## config.mk

```make
export PLATFORM = sky130hd
export DESIGN_NAME = imem_loader
export DESIGN_NICKNAME = d
export VERILOG_FILES = /design/src/rtl/imem_loader_pkg.sv /design/src/rtl/imem_word_packer.sv /design/src/rtl/imem_loader.sv
export SDC_FILE = /design/constraint.sdc
export NUM_CORES = 1
export LEC_CHECK = 0
export ABC_AREA = 1
export BUFFER_PORTS_ARGS = -buffer_cell sky130_fd_sc_hd__buf_2
export CORE_ASPECT_RATIO = 0.9
export CORE_MARGIN = 5
export CORE_UTILIZATION = 45
export CTS_CLUSTER_DIAMETER = 30
export DETAILED_ROUTE_END_ITERATION = 16
export PLACE_DENSITY = 0.72
export SLEW_MARGIN = 20
export SYNTH_ARGS = -nofsm -noshare
export SYNTH_HDL_FRONTEND = slang
export SYNTH_SLANG_ARGS = --single-unit
```

## constraint.sdc

```tcl
create_clock -name SYS_clk -period 4.6 [get_ports SYS_clk]
set_input_delay 0.46 -clock SYS_clk [delete_from_list [all_inputs] [get_ports SYS_clk]]
set_output_delay 0.46 -clock SYS_clk [all_outputs]
set_load 0.005 [all_outputs]
```

## src/rtl/imem_loader_pkg.sv

```systemverilog
// Shared definitions for the boot-time instruction-memory loader.
//   state_t         : loader FSM states
//   HDR_BYTES       : bytes in the length header
//   BYTES_PER_WORD  : bytes per little-endian instruction word
package imem_loader_pkg;

  localparam int unsigned BYTE_W         = 8;
  localparam int unsigned WORD_W         = 32;
  localparam int unsigned HDR_BYTES      = 2;
  localparam int unsigned BYTES_PER_WORD = 4;
  localparam int unsigned LANE_W         = $clog2(BYTES_PER_WORD);
  localparam int unsigned HDR_LEN_W      = HDR_BYTES * BYTE_W;

  typedef enum logic [2:0] {
    ST_IDLE  = 3'd0,
    ST_HDR0  = 3'd1,
    ST_HDR1  = 3'd2,
    ST_DATA  = 3'd3,
    ST_WRITE = 3'd4,
    ST_DONE  = 3'd5,
    ST_ERR   = 3'd6
  } state_t;

endpackage

```

## src/rtl/imem_word_packer.sv

```systemverilog
// Assembles a little-endian 32-bit word from a byte stream.
//   clk, reset     : clock, async active-high reset
//   clear          : synchronous clear of lane counter and word register
//   byte_valid     : byte_in is consumed this cycle
//   byte_in        : stream byte
//   word_out       : word register with the current byte merged into its lane
//   word_complete  : combinational, byte_valid on the last lane of a word
module imem_word_packer
  import imem_loader_pkg::*;
(
  input  logic              clk,
  input  logic              reset,
  input  logic              clear,
  input  logic              byte_valid,
  input  logic [BYTE_W-1:0] byte_in,
  output logic [WORD_W-1:0] word_out,
  output logic              word_complete
);

  logic [LANE_W-1:0] byte_cnt;
  logic [WORD_W-1:0] word_q;

  // Lane counter and byte lanes; the counter wraps after the last lane.
  always_ff @(posedge clk or posedge reset) begin
    if (reset) begin
      byte_cnt <= '0;
      word_q   <= '0;
    end else if (clear) begin
      byte_cnt <= '0;
      word_q   <= '0;
    end else if (byte_valid) begin
      for (int i = 0; i < BYTES_PER_WORD; i++) begin
        if (byte_cnt == LANE_W'(i)) word_q[i*BYTE_W +: BYTE_W] <= byte_in;
      end
      byte_cnt <= byte_cnt + LANE_W'(1);
    end
  end

  // Merge the in-flight byte so the consumer can capture the full word on
  // the same edge that accepts the last byte.
  always_comb begin
    word_out = word_q;
    for (int i = 0; i < BYTES_PER_WORD; i++) begin
      if (byte_cnt == LANE_W'(i)) word_out[i*BYTE_W +: BYTE_W] = byte_in;
    end
  end

  assign word_complete = byte_valid && (byte_cnt == LANE_W'(BYTES_PER_WORD - 1));

endmodule

```

## src/rtl/imem_loader.sv

```systemverilog
// Boot-time program loader: takes a length-prefixed byte stream and writes
// the assembled words sequentially into instruction memory, stalling the core
// while the load runs.
//   SYS_clk, SYS_reset      : clock, async active-high reset
//   load_start              : begin a load (honoured in IDLE, DONE, ERR)
//   in_valid/in_data/in_ready : byte stream handshake
//   wr_en/wr_addr/wr_data   : instruction-memory write port
//   cpu_stall               : load in progress
//   load_done/load_error    : status levels
//   words_loaded            : words written in the current/last load
module imem_loader
  import imem_loader_pkg::*;
#(
  parameter int unsigned DEPTH     = 1000,
  parameter int unsigned BASE_ADDR = 0,
  parameter int unsigned LEN_W     = 16
) (
  input  logic              SYS_clk,
  input  logic              SYS_reset,
  input  logic              load_start,
  input  logic              in_valid,
  input  logic [BYTE_W-1:0] in_data,
  output logic              in_ready,
  output logic              wr_en,
  output logic [WORD_W-1:0] wr_addr,
  output logic [WORD_W-1:0] wr_data,
  output logic              cpu_stall,
  output logic              load_done,
  output logic              load_error,
  output logic [LEN_W-1:0]  words_loaded
);

  localparam logic [LEN_W-1:0] MAX_LEN = LEN_W'(DEPTH - BASE_ADDR);

  state_t               state, state_next;
  logic [BYTE_W-1:0]    len_lo;
  logic [LEN_W-1:0]     len_q;
  logic [LEN_W-1:0]     word_idx;
  logic [HDR_LEN_W-1:0] hdr_len;
  logic [LEN_W-1:0]     full_len;
  logic                 xfer;
  logic                 start_ok;
  logic                 pack_valid;
  logic                 pack_clear;
  logic                 word_complete;
  logic [WORD_W-1:0]    packed_word;

  assign xfer       = in_valid & in_ready;
  assign hdr_len    = {in_data, len_lo};
  assign full_len   = LEN_W'(hdr_len);
  assign pack_valid = xfer && (state == ST_DATA);

  imem_word_packer u_packer (
    .clk           (SYS_clk),
    .reset         (SYS_reset),
    .clear         (pack_clear),
    .byte_valid    (pack_valid),
    .byte_in       (in_data),
    .word_out      (packed_word),
    .word_complete (word_complete)
  );

  // State register.
  always_ff @(posedge SYS_clk or posedge SYS_reset) begin
    if (SYS_reset) state <= ST_IDLE;
    else           state <= state_next;
  end

  // Next-state logic and per-cycle controls.
  always_comb begin
    state_next = state;
    start_ok   = 1'b0;
    pack_clear = 1'b0;
    case (state)
      ST_IDLE, ST_DONE, ST_ERR: begin
        if (load_start) begin
          state_next = ST_HDR0;
          start_ok   = 1'b1;
        end
      end
      ST_HDR0: begin
        if (xfer) state_next = ST_HDR1;
      end
      ST_HDR1: begin
        if (xfer) begin
          pack_clear = 1'b1;
          if (full_len == '0)          state_next = ST_DONE;
          else if (full_len > MAX_LEN) state_next = ST_ERR;
          else                         state_next = ST_DATA;
        end
      end
      ST_DATA: begin
        if (word_complete) state_next = ST_WRITE;
      end
      ST_WRITE: begin
        // word_idx was advanced on entry, so it now counts words written.
        state_next = (word_idx == len_q) ? ST_DONE : ST_DATA;
      end
      default: state_next = ST_IDLE;
    endcase
  end

  // Length header, word index and write-port payload.
  always_ff @(posedge SYS_clk or posedge SYS_reset) begin
    if (SYS_reset) begin
      len_lo       <= '0;
      len_q        <= '0;
      word_idx     <= '0;
      words_loaded <= '0;
      wr_addr      <= '0;
      wr_data      <= '0;
    end else begin
      if (start_ok) begin
        len_q        <= '0;
        word_idx     <= '0;
        words_loaded <= '0;
      end
      if ((state == ST_HDR0) && xfer) len_lo <= in_data;
      if ((state == ST_HDR1) && xfer) begin
        len_q    <= full_len;
        word_idx <= '0;
      end
      if ((state == ST_DATA) && word_complete) begin
        wr_addr      <= WORD_W'(BASE_ADDR) + WORD_W'(word_idx);
        wr_data      <= packed_word;
        word_idx     <= word_idx + LEN_W'(1);
        words_loaded <= word_idx + LEN_W'(1);
      end
    end
  end

  // Status and handshake outputs, registered from the upcoming state.
  always_ff @(posedge SYS_clk or posedge SYS_reset) begin
    if (SYS_reset) begin
      in_ready   <= 1'b0;
      wr_en      <= 1'b0;
      cpu_stall  <= 1'b0;
      load_done  <= 1'b0;
      load_error <= 1'b0;
    end else begin
      in_ready   <= state_next inside {ST_HDR0, ST_HDR1, ST_DATA};
      wr_en      <= (state_next == ST_WRITE);
      cpu_stall  <= state_next inside {ST_HDR0, ST_HDR1, ST_DATA, ST_WRITE};
      load_done  <= (state_next == ST_DONE);
      load_error <= (state_next == ST_ERR);
    end
  end

endmodule

```

==> qor.txt <==
status = finished clean
vias in the first global route = 5091
Area growth syn-to-layout = 16.8%
Reg clk slew, reported paths = 0.06 ns
Post-Synth Adder-Cell Area = 0.994%
Top cell by count, worst path = nand2_1
most common cell in the netlist = nand2_1
pin count of the biggest net entering global routing = 101
Final Wtd Congestion = 0.855
Yosys top cell by area = dfrtp_1
Die W = 135 µm
Antenna Nets Post-Route = 0
CP Cell Sequence = nand2_2 > nor2_2 > nand2_2 > nor2_4 > buf_4 > inv_2 > nand2_1 > inv_1 > nand2_1 > nand2_1
final net count = 879
Synth Area in XOR/XNOR = 0%
Remaining DRCs = 0
Post-synth ARST share = 100%
row count = 41
IO Count = 97
mapped cell area = 6290 µm²
CTS tree = built
synth cell count leaders = nand2_1 (294), dfrtp_1 (138), inv_1 (97)
CTS Buf Count = 17
Tmin final = 2.42 ns
Final setup viols = 0
wire per inst = 14.2 µm
skew final = 0.00706 ns
fmax = 413 MHz
first-pass detailed-route iteration total = 5
Clock power frac = 33.2%
Post-Route WL = 14.9 mm
CP endpoint kind = flop
synth top area cells = dfrtp_1 (55%), nand2_1 (18%), o21ai_0 (7.4%)
core footprint = 13900 µm²
Top FF cell, synth = dfrtp_1
CTS max path bufs = 2
Post-CTS Setup Inserts = 0
Max-slew headroom = 41.1%
Worst-Skew Late Latency = 0.43 ns
switching power = 1.41 mW
Hold WC Path Type = input port to asynchronous set/reset pin
VDD IR max = 0.000297 V
Die ar. = 16500 µm²
CTS sink cnt = 138
Cells after Synth = 787
maxcap violations = 0
Crit-path slowest cell = nand2_1
Post-synth EDFFs = 0
post-synth top area share = 54.9%
Logic pwr share = 26.8%
hpwl dp = 9.96 mm
Die H = 122 µm
RSZ-0062 raised after global routing = false
PwrDens = 576 nW/µm²
Via Count = 5168
gr usage total = 19.6%
setup slack, reg-to-reg = 2.18 ns
DR vias/cell = 4.94
global-route wire length before repair = 25.2 mm
type of origin of the critical path = flop
Synth cell types = 27
Seq cells post-synth = 138
CP required = 4.91 ns
WHS = 0.245 ns
crit path kind = flop to flop
H-tree depth = 4
share of cells above drive strength 1 = 14.2%
post-synthesis mux area share = 0%
total global routing overflow = 0
Crit path largest cell delay = 0.48 ns
crit path DAT = 2.73 ns
1st-iter DRT viols = 319
simple-gate share of the synthesized area = 23.8%
Internal Power = 2.83 mW
sequential share of the synthesized area = 54.9%
Worst Path Max Fanout = 42
Synth Area in Compound Gates = 10.3%
syn avg cell area = 8.00 µm²
CTS Hold Bufs = 0
initial antenna violation count = 0
sequential share of power = 40.0%
fin crit share = 52.6%
# diodes = 0
port bufs = 80
largest family of logic cells by synthesized area = simple AND/OR/NAND/NOR gates
switching portion of total power = 33.2%
Max Transition Viols Final = 0
TNS Setup = 0 ns
Post-CTS Resized = 0
CTS root buffer = clkbuf_16
Pleak = 3.99 nW
Synth warnings = 0
initial core utilization = 45.4%
worst-margin pin slew = 0.883 ns
Fin. Hold Viols = 0
==> cell usage in the layout (no fill, tap or decap), types with 5 or more instances in the layout <==
cell       instances
nand2_1          294
dfrtp_1          138
inv_1             96
o21ai_0           93
buf_2             80
nor2_1            42
nand3_1           22
o22ai_1           17
clkbuf_16         17
conb_1            16
nand4_1            8
o21ai_1            7
nor2_2             5
ha_1               5
==> worst max-delay path, delay by kind of cell (launching register included) <==
family	cells	cell delay (ns)
DFF	1	0.43
and+or+nand+nor	7	1.03
buffers and inverters	3	0.84
==> per-layer routing <==
metal,global-route usage [%],up-vias,share of wire [%],wire [µm]
li1,-,2583,-,-
met3,5.74,27,6.3,930
met1,26.3,2405,45,6740
met4,7.19,0,1.9,282
met2,30.5,153,46,6900
met5,0,-,0,0
==> power groups by stage <==
stage	sequential, mW	combinational, mW	clock (mW)
after CTS	1.70	1.15	1.43
final	1.70	1.13	1.41
after detailed placement	1.71	1.14	0
after global placement	1.70	1.12	0
after floorplan	1.70	0.798	0
after global routing	1.74	1.33	1.49
==> stage by stage <==
stage / util, % / total power, mW / area (µm²) / instances / setup slack (ns)
finish: 53.1 / 4.24 / 7350 / 1047 / 2.18
global route: 53.1 / 4.56 / 7350 / 1047 / 1.92
CTS: 53.1 / 4.28 / 7350 / 1047 / 2.18
detailed placement: 48.7 / 2.85 / 6740 / 1015 / 1.99
global placement: 48.7 / 2.82 / 6740 / 1015 / 2.10
floorplan: - / 2.50 / 6350 / 802 / 0.444
==> final timing paths <==
kind | start | end | cells after the start
min | SYS_reset | wr_data[22] | 2
min in group SYS_clk | in_data[5] | wr_data[29] | 3
max | state[0] | word_idx[14] | 10
min reg2reg | words_loaded[0] | words_loaded[0] | 2
max reg2reg | state[0] | word_idx[14] | 10
max in group asynchronous | SYS_reset | load_error | 3
==> final cells by class <==
class | count | area [µm²]
Clock buffer | 25 | 495
Fill cell | 1313 | 6500
Inverter | 100 | 380
Tap cell | 172 | 215
Clock inverter | 7 | 113
Sequential cell | 138 | 3450
Timing Repair Buffer | 83 | 423
Multi-Input combinational cell | 522 | 2270
==> state kept, by name, indices dropped and copies added, names as in the netlist <==
signal / cells
cpu_stall: 1
wr_addr: 16
words_loaded: 16
in_ready: 1
wr_en: 1
load_error: 1
u_packer.word_q: 24
len_q: 16
len_lo: 8
word_idx: 16
u_packer.byte_cnt: 2
state: 3
load_done: 1
wr_data: 32
==> cell families (layout without fill, tap and decap cells) <==
logic type	count (synthesis)	after routing
flip-flops	138	138
other	1	16
AND/OR/NAND/NOR	378	378
AO/OA/AOI/OAI	123	123
adder cells (fa/ha/maj)	5	5
buffers and inverters	142	215
No activity file was read; power rests on OpenSTA's default activity.
